--- src/rtl/mux_rr_nx1_reg.sv ---
// ----------------------------------------------------------------------------
// mux_rr_nx1_reg
//
// Parametrised NUM_CH-input, WIDTH-bit selector with a registered output
// stage and per-channel valid/ready handshakes. It has two grant modes:
//   mode = 0 : direct select, where channel `sel` is granted when it is valid.
//   mode = 1 : round-robin, which scans from ptr_q upward and wraps to 0.
// The output register reloads whenever it is empty or being drained
// (ld = !out_valid || out_ready). This gives one word per cycle under
// continuous out_ready.
//
// Ports
//   clk        rising-edge clock
//   rst        asynchronous, active-high reset (released synchronously)
//   mode       0 = direct select, 1 = round-robin
//   sel        channel index used in direct mode
//   in_data    flattened inputs; channel i is in_data[i*WIDTH +: WIDTH]
//   in_valid   per-channel valid
//   in_ready   per-channel ready, at most one bit set, zero during reset
//   out_data   registered data of the granted channel
//   out_ch     index of the channel that produced out_data
//   out_valid  output register holds a word
//   out_ready  sink accepts out_data this cycle
//   sel_err    combinational: mode = 0 and sel >= NUM_CH
// ----------------------------------------------------------------------------
module mux_rr_nx1_reg #(
   parameter int WIDTH  = 32,
   parameter int NUM_CH = 32,
   parameter int SEL_W  = 5
) (
   input  logic                    clk,
   input  logic                    rst,
   input  logic                    mode,
   input  logic [SEL_W-1:0]        sel,
   input  logic [NUM_CH*WIDTH-1:0] in_data,
   input  logic [NUM_CH-1:0]       in_valid,
   output logic [NUM_CH-1:0]       in_ready,
   output logic [WIDTH-1:0]        out_data,
   output logic [SEL_W-1:0]        out_ch,
   output logic                    out_valid,
   input  logic                    out_ready,
   output logic                    sel_err
);

   // NUM_CH may equal 2**SEL_W, so the compare needs one extra bit.
   localparam logic [SEL_W:0]   NUM_CH_W = (SEL_W+1)'(NUM_CH);
   localparam logic [SEL_W-1:0] LAST_CH  = SEL_W'(NUM_CH - 1);

   logic [WIDTH-1:0] out_data_q,  out_data_d;
   logic [SEL_W-1:0] out_ch_q,    out_ch_d;
   logic             out_valid_q, out_valid_d;
   logic [SEL_W-1:0] ptr_q,       ptr_d;

   logic             ld;
   logic             sel_in_range;
   logic             dir_vld;
   logic             hi_vld, lo_vld, rr_vld;
   logic [SEL_W-1:0] hi_idx, lo_idx, rr_idx;
   logic             grant_vld;
   logic [SEL_W-1:0] grant_idx;
   logic [WIDTH-1:0] grant_data;

   assign ld           = !out_valid_q || out_ready;
   assign sel_in_range = {1'b0, sel} < NUM_CH_W;
   assign sel_err      = !mode && !sel_in_range;

   // Direct mode: look up the valid bit of the selected channel. An
   // out-of-range sel matches no channel and therefore never grants.
   // NOTE: every always_comb output gets a default before any branch; a path
   // that leaves a signal unassigned would infer a latch.
   always_comb begin
      dir_vld = 1'b0;
      for (int i = 0; i < NUM_CH; i++) begin
         if (sel == SEL_W'(i)) dir_vld = in_valid[i];
      end
   end

   // Round-robin: split the ring at ptr_q. The lowest valid index at or above
   // ptr_q wins (hi). If there is none, the lowest valid index below ptr_q
   // wins (lo). The loop runs downward so that the last match is the lowest.
   always_comb begin
      hi_vld = 1'b0;
      hi_idx = '0;
      lo_vld = 1'b0;
      lo_idx = '0;
      for (int i = NUM_CH - 1; i >= 0; i--) begin
         if (in_valid[i]) begin
            if (SEL_W'(i) >= ptr_q) begin
               hi_vld = 1'b1;
               hi_idx = SEL_W'(i);
            end else begin
               lo_vld = 1'b1;
               lo_idx = SEL_W'(i);
            end
         end
      end
   end

   assign rr_vld    = hi_vld || lo_vld;
   assign rr_idx    = hi_vld ? hi_idx : lo_idx;
   assign grant_vld = mode ? rr_vld : (sel_in_range && dir_vld);
   assign grant_idx = mode ? rr_idx : sel;

   // One-hot ready and data mux for the granted channel. Ready is also gated
   // by rst so that no source believes it was consumed while in reset.
   always_comb begin
      in_ready   = '0;
      grant_data = '0;
      for (int i = 0; i < NUM_CH; i++) begin
         if (grant_idx == SEL_W'(i)) begin
            in_ready[i] = !rst && grant_vld && ld;
            grant_data  = in_data[i*WIDTH +: WIDTH];
         end
      end
   end

   // Next-state logic. With ld=1 a grant always transfers, because a grant
   // implies in_valid[g] and in_ready[g] = ld.
   always_comb begin
      out_data_d  = out_data_q;
      out_ch_d    = out_ch_q;
      out_valid_d = out_valid_q;
      ptr_d       = ptr_q;
      if (ld) begin
         if (grant_vld) begin
            out_data_d  = grant_data;
            out_ch_d    = grant_idx;
            out_valid_d = 1'b1;
            if (mode) ptr_d = (grant_idx == LAST_CH) ? '0 : grant_idx + SEL_W'(1);
         end else begin
            out_valid_d = 1'b0;
         end
      end
   end

   // NOTE: the data and channel registers are reset along with the valid bit,
   // because the sink is allowed to observe out_data and out_ch while
   // out_valid is low.
   always_ff @(posedge clk or posedge rst) begin
      if (rst) begin
         out_data_q  <= '0;
         out_ch_q    <= '0;
         out_valid_q <= 1'b0;
         ptr_q       <= '0;
      end else begin
         // NOTE: non-blocking assignments; each flop samples its _d value at
         // the same edge regardless of statement order.
         out_data_q  <= out_data_d;
         out_ch_q    <= out_ch_d;
         out_valid_q <= out_valid_d;
         ptr_q       <= ptr_d;
      end
   end

   assign out_data  = out_data_q;
   assign out_ch    = out_ch_q;
   assign out_valid = out_valid_q;

endmodule

--- config.mk ---
export PLATFORM = sky130hd
export DESIGN_NAME = mux_rr_nx1_reg
export DESIGN_NICKNAME = d
export VERILOG_FILES = /design/src/rtl/mux_rr_nx1_reg.sv
export SDC_FILE = /design/constraint.sdc
export NUM_CORES = 1
export LEC_CHECK = 0
export CAP_MARGIN = 10
export CORE_AREA = 2 2 445 447
export DETAILED_ROUTE_END_ITERATION = 8
export DIE_AREA = 0 0 447 449
export DONT_BUFFER_PORTS = 1
export PLACE_DENSITY_LB_ADDON = 0.08
export SLEW_MARGIN = 30
export SYNTH_ARGS = -nofsm -noshare
export SYNTH_HDL_FRONTEND = slang
export SYNTH_SLANG_ARGS = --single-unit
--- constraint.sdc ---
create_clock -name clk -period 11.9 [get_ports clk]
set_clock_uncertainty 0.1 [all_clocks]
set_input_delay 0.595 -clock clk [delete_from_list [all_inputs] [get_ports clk]]
set_output_delay 0.595 -clock clk [all_outputs]
set_load 0.02 [all_outputs]
==> flow_results.org, run 1 <==
** Timing
- The worst path meets setup with between 3 and 4 ns of slack.
- Total of endpoints with negative setup slack in the final report :: 0
- Setup repair after global routing left no endpoint under its margin.
- The number of pins with negative max-slew slack in the final report was 0.
- Summed over all failing endpoints, the final setup total negative slack is 0 ns.
- Total count of hold-check failures in the final report :: 0
- Fraction of the cycle the final worst path needs :: between 70% and 80%
- For this run, the top clock speed supported by timing is between 100 and 150 MHz.
- Measured against its own limit, the worst slew margin works out to between 20% and 30%.
- Transition at the pin with the smallest max-transition slack :: 1.10 ns
- The worst path in the final design needs a cycle of 8.64 ns, including I/O delays and setup.

** Yosys
- Post-synthesis sequential area ratio :: under 10%
- Warnings from Yosys :: 0
- In this run the mean area of a mapped cell was 6.44 um2.
- Unique masters post-synth :: between 100 and 150
- Synthesis handed over a netlist of 2235 instances.
- The synthesized design contains 0 enable-type register cells.
- Post-synth design cell area :: roughly 14000 um2
- The number of nets in the synthesized netlist is about 3300.
- In the synthesized netlist the dominant register cell turns out to be dfrtp_1.
- Async set-or-reset flop fraction in the synthesized netlist :: 100%
- The synthesized design contains 43 register bits.

** Global routing
- Global-route wire length before repair :: 264 mm
- Via count of the first global-routing pass :: roughly 21000
- Entering global routing, the biggest net connects a little under 60 pins.
- For this run the aggregate overflow at the end of global routing stands at 0.
- Total Routing Usage GR :: 20.6%
- The number of antenna violations at the first check in global routing is between 100 and 150.

** Pwr
- In this run the power density over the cells is between 200 and 300 nW/um2.
- Across the VDD grid, the largest voltage drop is 122 uV.
- The analysis attributes to cell leakage a power of 5.11 nW.

** Floorplanning
- In this run the count of I/O pins placed on the die edge is about 1100.
- Once the floorplan was initialized, standard cells occupied 7.34% of the core.
- Core area :: slightly below 200000 um2
- Die outline height :: about 450 um
- Number of placement rows :: ~160
- The die is between 400 and 500 um wide.
- Total die area :: about 200000 um2

** Place
- Port bufs :: 0
- GPL Wtd Cong :: between 0.9 and 1
- Worst slack after detailed placement :: 3.06 ns
- Half-perimeter wire length after placement :: approximately 190 mm

** Detailed routing
- Detailed routing inserted a total of 21100 vias.
- Once detail routing completed, the nets flagged for antenna violations numbered 0.
- After detailed routing, the average wire length per cell comes to about 45 um.
- For this run, design rule violations remaining after detail routing come to 0.
- Avg Vias per Cell :: about 4.4
- For this block, the initial DRC count from the detailed router was between 2000 and 2500.
- The first detailed-routing pass ran for 5 iterations.
- Total length of routed wires :: about 220 mm

** Critical path
- In this design, the stage delay of the slowest critical-path cell is 0.79 ns.
- Kind of end point of the critical path :: flip-flop
- Data arrival time at the worst-slack endpoint :: roughly 8.8 ns
- The worst setup path is launched from a flip-flop.
- Cell chain of the critical path :: buf_4 -> inv_1 -> o21ai_0 -> or2_2 -> a31oi_1 -> nor4b_1 -> a2111o_1 -> nand2_1 -> a211oi_1 -> a21oi_1 -> ha_4 -> nand2_1 -> nor3_1 -> ha_1 -> clkinv_1 -> o211ai_1 -> nor2_1 -> a311oi_1 -> o21ai_1 -> a31oi_1
- Top fanout value on the critical path :: 37
- Worst endpoint required time :: roughly 12 ns
- Combined buffer and inverter count along the critical path :: 3
- On the critical path, the stage with the largest delay is an instance of a21oi_1.
- On the critical path the largest part of the delay comes from compound AO/OA/AOI/OAI gates.
- Class of the most critical setup path :: flip-flop to flip-flop

** Clock network
- Clock-pin slew on the worst setup and hold paths :: 0.08 ns
- Once the clock tree was built, the setup fixing pass inserted 0 buffers.
- Clock tree synthesis found a total of between 40 and 50 sinks.
- The later pin in the worst-skew pair is clocked with a latency of 0.34 ns.
- H-tree level count :: 2
- TritonCTS created 5 clock buffers.
- Clock root buffer :: clkbuf_16
- Count of instances resized after the clock tree is built :: 0
- Number of buffers on the longest clock path :: 2
- CTS tree :: done
- The number of hold buffers added after CTS was 0.

** Layout
- The final layout contains around 3200 nets.
- Area Overhead vs Synth :: 26.7%
- In the final layout, the share of cells above drive strength 1 is ~13%.
- Fill cell count :: roughly 23000

** Hold path
- The path class of the tightest hold or removal check is input pin to asynchronous set/reset pin.

** Outcome
- Status :: completed

** Run
- The tool flagged a number of max-cap violations equal to 0.
## kinds of logic (layout without fill, tap and decap cells)
logic type / after synthesis / in the layout / share of synthesized area (%)
AOI/OAI and AO/OA: 1121 / 1121 / 55.7
xor gates and xnor gates: 1 / 1 / 0.0609
adders and majority gates: 6 / 6 / 0.521
buffers and inverters: 264 / 167 / 8.05
DFF: 43 / 43 / 7.47
muxes: 15 / 15 / 1.18
other: 1 / 48 / 0.0261
and+or+nand+nor: 784 / 784 / 26.9
## cells in the mapped netlist, types with 7 or more instances
cell / number / area, um2
a2111oi_0: 22 / 193
a211o_1: 21 / 184
a211oi_1: 49 / 368
a21o_1: 17 / 128
a21oi_1: 206 / 1030
a221oi_1: 42 / 368
a22o_1: 26 / 228
a22oi_1: 85 / 638
a311oi_1: 9 / 78.8
a31oi_1: 33 / 206
a32oi_1: 19 / 166
and2_1: 14 / 87.6
and3_1: 46 / 288
buf_1: 14 / 52.6
buf_2: 65 / 325
buf_4: 9 / 67.6
buf_6: 7 / 78.8
clkbuf_1: 129 / 484
dfrtp_1: 43 / 1080
inv_1: 37 / 139
mux2i_1: 8 / 80.1
nand2_1: 182 / 683
nand2b_1: 12 / 75.1
nand3_1: 40 / 200
nand3b_1: 7 / 52.6
nand4_1: 41 / 257
nor2_1: 264 / 991
nor2b_1: 10 / 62.6
nor3_1: 76 / 380
nor4_1: 26 / 163
o2111ai_1: 18 / 158
o211ai_1: 70 / 526
o21a_1: 20 / 150
o21ai_0: 184 / 921
o21ai_1: 21 / 105
o221a_2: 23 / 259
o221ai_1: 48 / 420
o22a_1: 10 / 87.6
o22ai_1: 75 / 469
o31a_1: 14 / 123
o31ai_1: 12 / 90.1
o32ai_1: 9 / 78.8
or3_1: 16 / 100
## power by group
part / switching (W) / total [W] / internal (W)
clock: 0.0000967 / 0.000174 / 0.0000769
sequential: 0.000227 / 0.000442 / 0.000215
combinational: 0.00306 / 0.00405 / 0.000986
total: 0.00339 / 0.00467 / 0.00128
## flip-flops by register name (all words and copies together), names as in the netlist
name,cells
out_ch,5
out_valid,1
out_data,32
ptr_q,5
## per-stage QoR
step | total power, W | hold slack (ns) | instance area (um2) | instances | util (%)
5_1_grt | 0.00496 | 0.201 | 18200 | 4795 | 9.26
4_1_cts | 0.00484 | 0.197 | 18100 | 4778 | 9.23
2_1_floorplan | 0.00221 | 0.517 | 14400 | 2235 | -
3_3_place_gp | 0.00464 | 0.642 | 17900 | 4768 | 9.12
3_5_place_dp | 0.00464 | 0.590 | 18000 | 4772 | 9.17
6_report | 0.00467 | 0.161 | 18200 | 4825 | 9.30
## worst paths after layout
| check | startpoint | endpoint | slack, ns | cells after the start |
|---|---|---|---|---|
| worst max-delay path | ptr_q[4] | out_data[30] | 3.26 | 20 |
| worst min-delay path | rst | out_ch[0] | 0.16 | 2 |
| worst max register to register | ptr_q[4] | out_data[30] | 3.26 | 20 |
| worst min register to register | out_ch[1] | out_ch[1] | 0.63 | 2 |
| max in group asynchronous | rst | out_data[9] | 11.01 | 2 |
| min in group clk | in_data[1023] | out_data[31] | 0.34 | 2 |
## cell usage in the layout (no fill, tap or decap), types with 25 or more instances in the layout
master,count
o211ai_1,70
nor3_1,73
o21ai_1,25
o21ai_0,179
a21oi_1,203
a22oi_1,85
o221ai_1,48
a211oi_1,41
buf_4,118
nand2_1,178
a22o_1,26
o22ai_1,75
nand4_1,41
dfrtp_1,43
diode_2,47
a221oi_1,42
nand3_1,40
nor4_1,26
and3_1,46
inv_1,34
nor2_1,259
a31oi_1,33
## routing by layer
layer | routed length, um | up-vias | track usage [%]
met5 | 353 | - | 0
met4 | 4650 | 56 | 4.05
met3 | 13800 | 223 | 4.05
met2 | 111000 | 1197 | 37.4
met1 | 88000 | 10800 | 24.9
li1 | - | 8809 | -
## final cells by class
| class | count | area, um2 | area share [%] |
|---|---|---|---|
| Antenna cell | 47 | 118 | 0.645 |
| Clock buffer | 5 | 125 | 0.686 |
| Clock inverter | 1 | 7.51 | 0.0412 |
| Inverter | 40 | 150 | 0.823 |
| Multi-Input combinational cell | 1928 | 12600 | 68.8 |
| Sequential cell | 43 | 1080 | 5.90 |
| Tap cell | 2640 | 3300 | 18.1 |
| Timing Repair Buffer | 121 | 907 | 4.97 |
(Power assumes the default switching activity.)
==> run 2, diff against run 1 <==
- clock period: 11.9 -> 8.05 ns (I/O delays scaled with it)
==> flow_results.org, run 2 (synthesized netlist as in run 1, its figures left out) <==
** Floorplanning
- Die outline height :: around 450 um
- The die covers between 200000 and 250000 um2.
- 1136 I/O pins were placed.
- Number of placement rows :: about 160
- The initial utilization of the core area, before any placement, comes to under 10%.
- Die Width :: ~450 um
- Core area :: just under 200000 um2

** Pwr
- Power dissipated by switching net loads :: between 0.005 and 0.006 W
- Power share of the sequential group :: under 10%
- Dividing total power by cell area gives a power density of between 300 and 400 nW/um2.
- The clock network is responsible for just over 4% of the overall power.
- Net switching share of the total power :: approximately two thirds
- Leakage dissipation :: ~6.0 nW
- Relative contribution of combinational cells to total power :: between 80% and 90%
- The worst-case IR drop observed on VDD is ~120 uV.
- Cell-internal power :: between 0.002 and 0.0025 W

** Layout
- Flip-flop count of the largest register after layout :: 32
- Area Overhead vs Synth :: 37.7%
- Nets :: about 3400
- The filler cells instantiated in the layout total approximately 23000.
- Final cell area excluding filler cells :: 19800 um2
- The library cells used most frequently in the layout, excluding fill and tap cells, are buf_4, nor2_1, a21oi_1.
- Seq. cell area :: ~1100 um2
- Of the cells placed in the final design, the portion with a size suffix greater than 1 is a little under a fifth.
- Leaving out fill and tap cells, the most frequent cell in the layout is buf_4.
- Finished Layout Cells :: 5004
- The multi-input combinational cells in the finished layout cover a total of around 13000 um2.

** Detailed routing
- For this run, design rule violations remaining after detail routing come to 0.
- The count of nets left with antenna violations once routing finished came out at 0.
- For this block, the via count after detailed routing is around 22000.
- For this block, the initial DRC count from the detailed router was ~2300.
- Wire segments on met2 add up to roughly 110 mm in the final route.
- Wire per inst :: ~43 um
- TritonRoute pass-1 iters :: 5
- Total length of routed wires :: ~220 mm
- M1 WL :: approximately 90 mm
- Max Used Layer :: met5
- Using the TritonRoute via totals, the vias-per-cell ratio works out to around 4.4.
- The routed design uses between 10 and 15 mm of met3 wire.

** Critical path
- Startpoint kind of the worst setup timing path :: flip-flop
- The worst setup path is captured at a flip-flop.
- Data arrives at the worst endpoint at roughly 7.7 ns.
- Counting both buffers and inverters, the worst setup path holds a total of 3.
- For the worst setup path, the data required time is a little over 8 ns.
- Cell chain of the critical path :: nand3_1 -> o21a_1 -> nor4b_2 -> nor3b_4 -> nor4b_1 -> a2111o_1 -> nand2_1 -> a211oi_1 -> a21oi_1 -> inv_1 -> ha_4 -> nand3_1 -> nor4_4 -> buf_4 -> a221oi_1 -> buf_4 -> o221ai_1 -> o21ai_0 -> o21ai_0 -> and2_1
- Top fanout value on the critical path :: 20
- On the worst path, the slowest cell contributes a delay of a little under 0.8 ns.
- Master of the slowest instance on the critical path :: dfrtp_1
- By startpoint and endpoint, the worst setup path is classified as flip-flop to flip-flop.
- On the critical path the largest part of the delay comes from simple AND/OR/NAND/NOR gates.
- Reg2Reg Setup Slack :: between 0.5 and 0.6 ns

** Clock network
- Clock-pin slew on the worst setup and hold paths :: 0.10 ns
- Post-CTS timing repair inserted 0 buffers for setup.
- Clk_lat worst skew :: between 0.3 and 0.4 ns
- In this run the number of H-tree levels came out at 2.
- Number of buffers on the longest clock path :: 2
- TritonCTS created 5 clock buffers.
- The clock drives 43 sinks.
- CTS tree :: done
- The number of gates resized after CTS was 0.
- The cell sitting at the root of the clock tree is a clkbuf_16.
- Hold repair after CTS inserted 0 buffers.

** Place
- Detailed placement ended at an HPWL of 189 mm.
- In this run, placement finished with an instance count of between 4000 and 5000.
- GPL Wtd Cong :: 0.910
- Port bufs :: 0
- Placement-stage cell area :: between 15000 and 20000 um2
- Worst slack after detailed placement :: ~0.67 ns

** Hold path
- Worst hold path type :: input pin to asynchronous set/reset pin

** Timing
- Fin crit period :: roughly 7.5 ns
- Setup repair after global routing left no endpoint under its margin.
- The worst path uses 93.3% of the clock period.
- Final slew viol count :: 0
- The final-report hold violation count came to 0.
- Max-slew headroom :: 31.1%
- Total of endpoints with negative setup slack in the final report :: 0
- In the post-route analysis, the smallest setup slack over all paths is 0.537 ns.
- Setup total negative slack on the finished layout was measured at 0 ns.
- Fmax :: approximately 130 MHz
- At the pin with the least slew margin, the transition time is around 1.0 ns.

** Run
- Max-cap viol count :: 0

** Global routing
- Global-route wire length before repair :: around 270 mm
- Via count of the first global-routing pass :: 21500
- Global route total overflow :: 0
- Entering global routing, the biggest net connects 73 pins.
- Global routing used between 20% and 30% of the available tracks across all layers.
- Antenna violations before repair :: between 100 and 150

** Outcome
- The flow ran to the end, and the final reports show no timing, DRC or antenna violations.
run 2: cell count changes in the layout (fill, tap and decap cells not counted), moves of 4 or more:
cell	before	now
diode_2	47	54
o21ai_0	179	183
buf_12	0	24
a211oi_1	41	47
a211oi_2	10	3
o21ai_1	25	21
buf_4	118	266
run 2: final timing paths:
kind / start / endpoint / cells after the start
max: ptr_q[2] / out_data[22] / 20
min: rst / ptr_q[1] / 2
max reg2reg: ptr_q[2] / out_data[22] / 20
min reg2reg: out_valid / out_valid / 2
max in group asynchronous: rst / out_data[16] / 2
min in group clk: in_data[1023] / out_data[31] / 2
run 2: layout make-up:
type / instances / share of cell area, %
tap: 2640 / 16.7
clock buffer: 5 / 0.631
sequential: 43 / 5.43
multi-input combinational: 1928 / 63.1
inverter: 40 / 0.757
clock inverter: 2 / 0.189
antenna: 54 / 0.682
timing repair buffer: 292 / 12.6
run 2: routing by layer:
layer	track usage [%]	up-vias
li1	-	9166
met1	25.1	11100
met2	37.1	1222
met3	3.81	218
met4	4.48	36
met5	0	-
run 2: stage by stage:
stage	util (%)	power (W)	hold slack (ns)
detailed placement	9.95	0.00738	0.494
floorplan	-	0.00326	0.450
CTS	10.0	0.00772	0.0624
global placement	9.92	0.00739	0.484
global route	10.1	0.00794	0.0717
finish	10.1	0.00748	0.0491
run 2: power groups by stage:
stage,Combinational (W),Clock (W),Sequential (W)
6_report,0.00648,0.000303,0.000694
5_1_grt,0.00690,0.000328,0.000712
4_1_cts,0.00669,0.000329,0.000700
3_5_place_dp,0.00667,0,0.000706
3_3_place_gp,0.00668,0,0.000709
2_1_floorplan,0.00277,0,0.000488
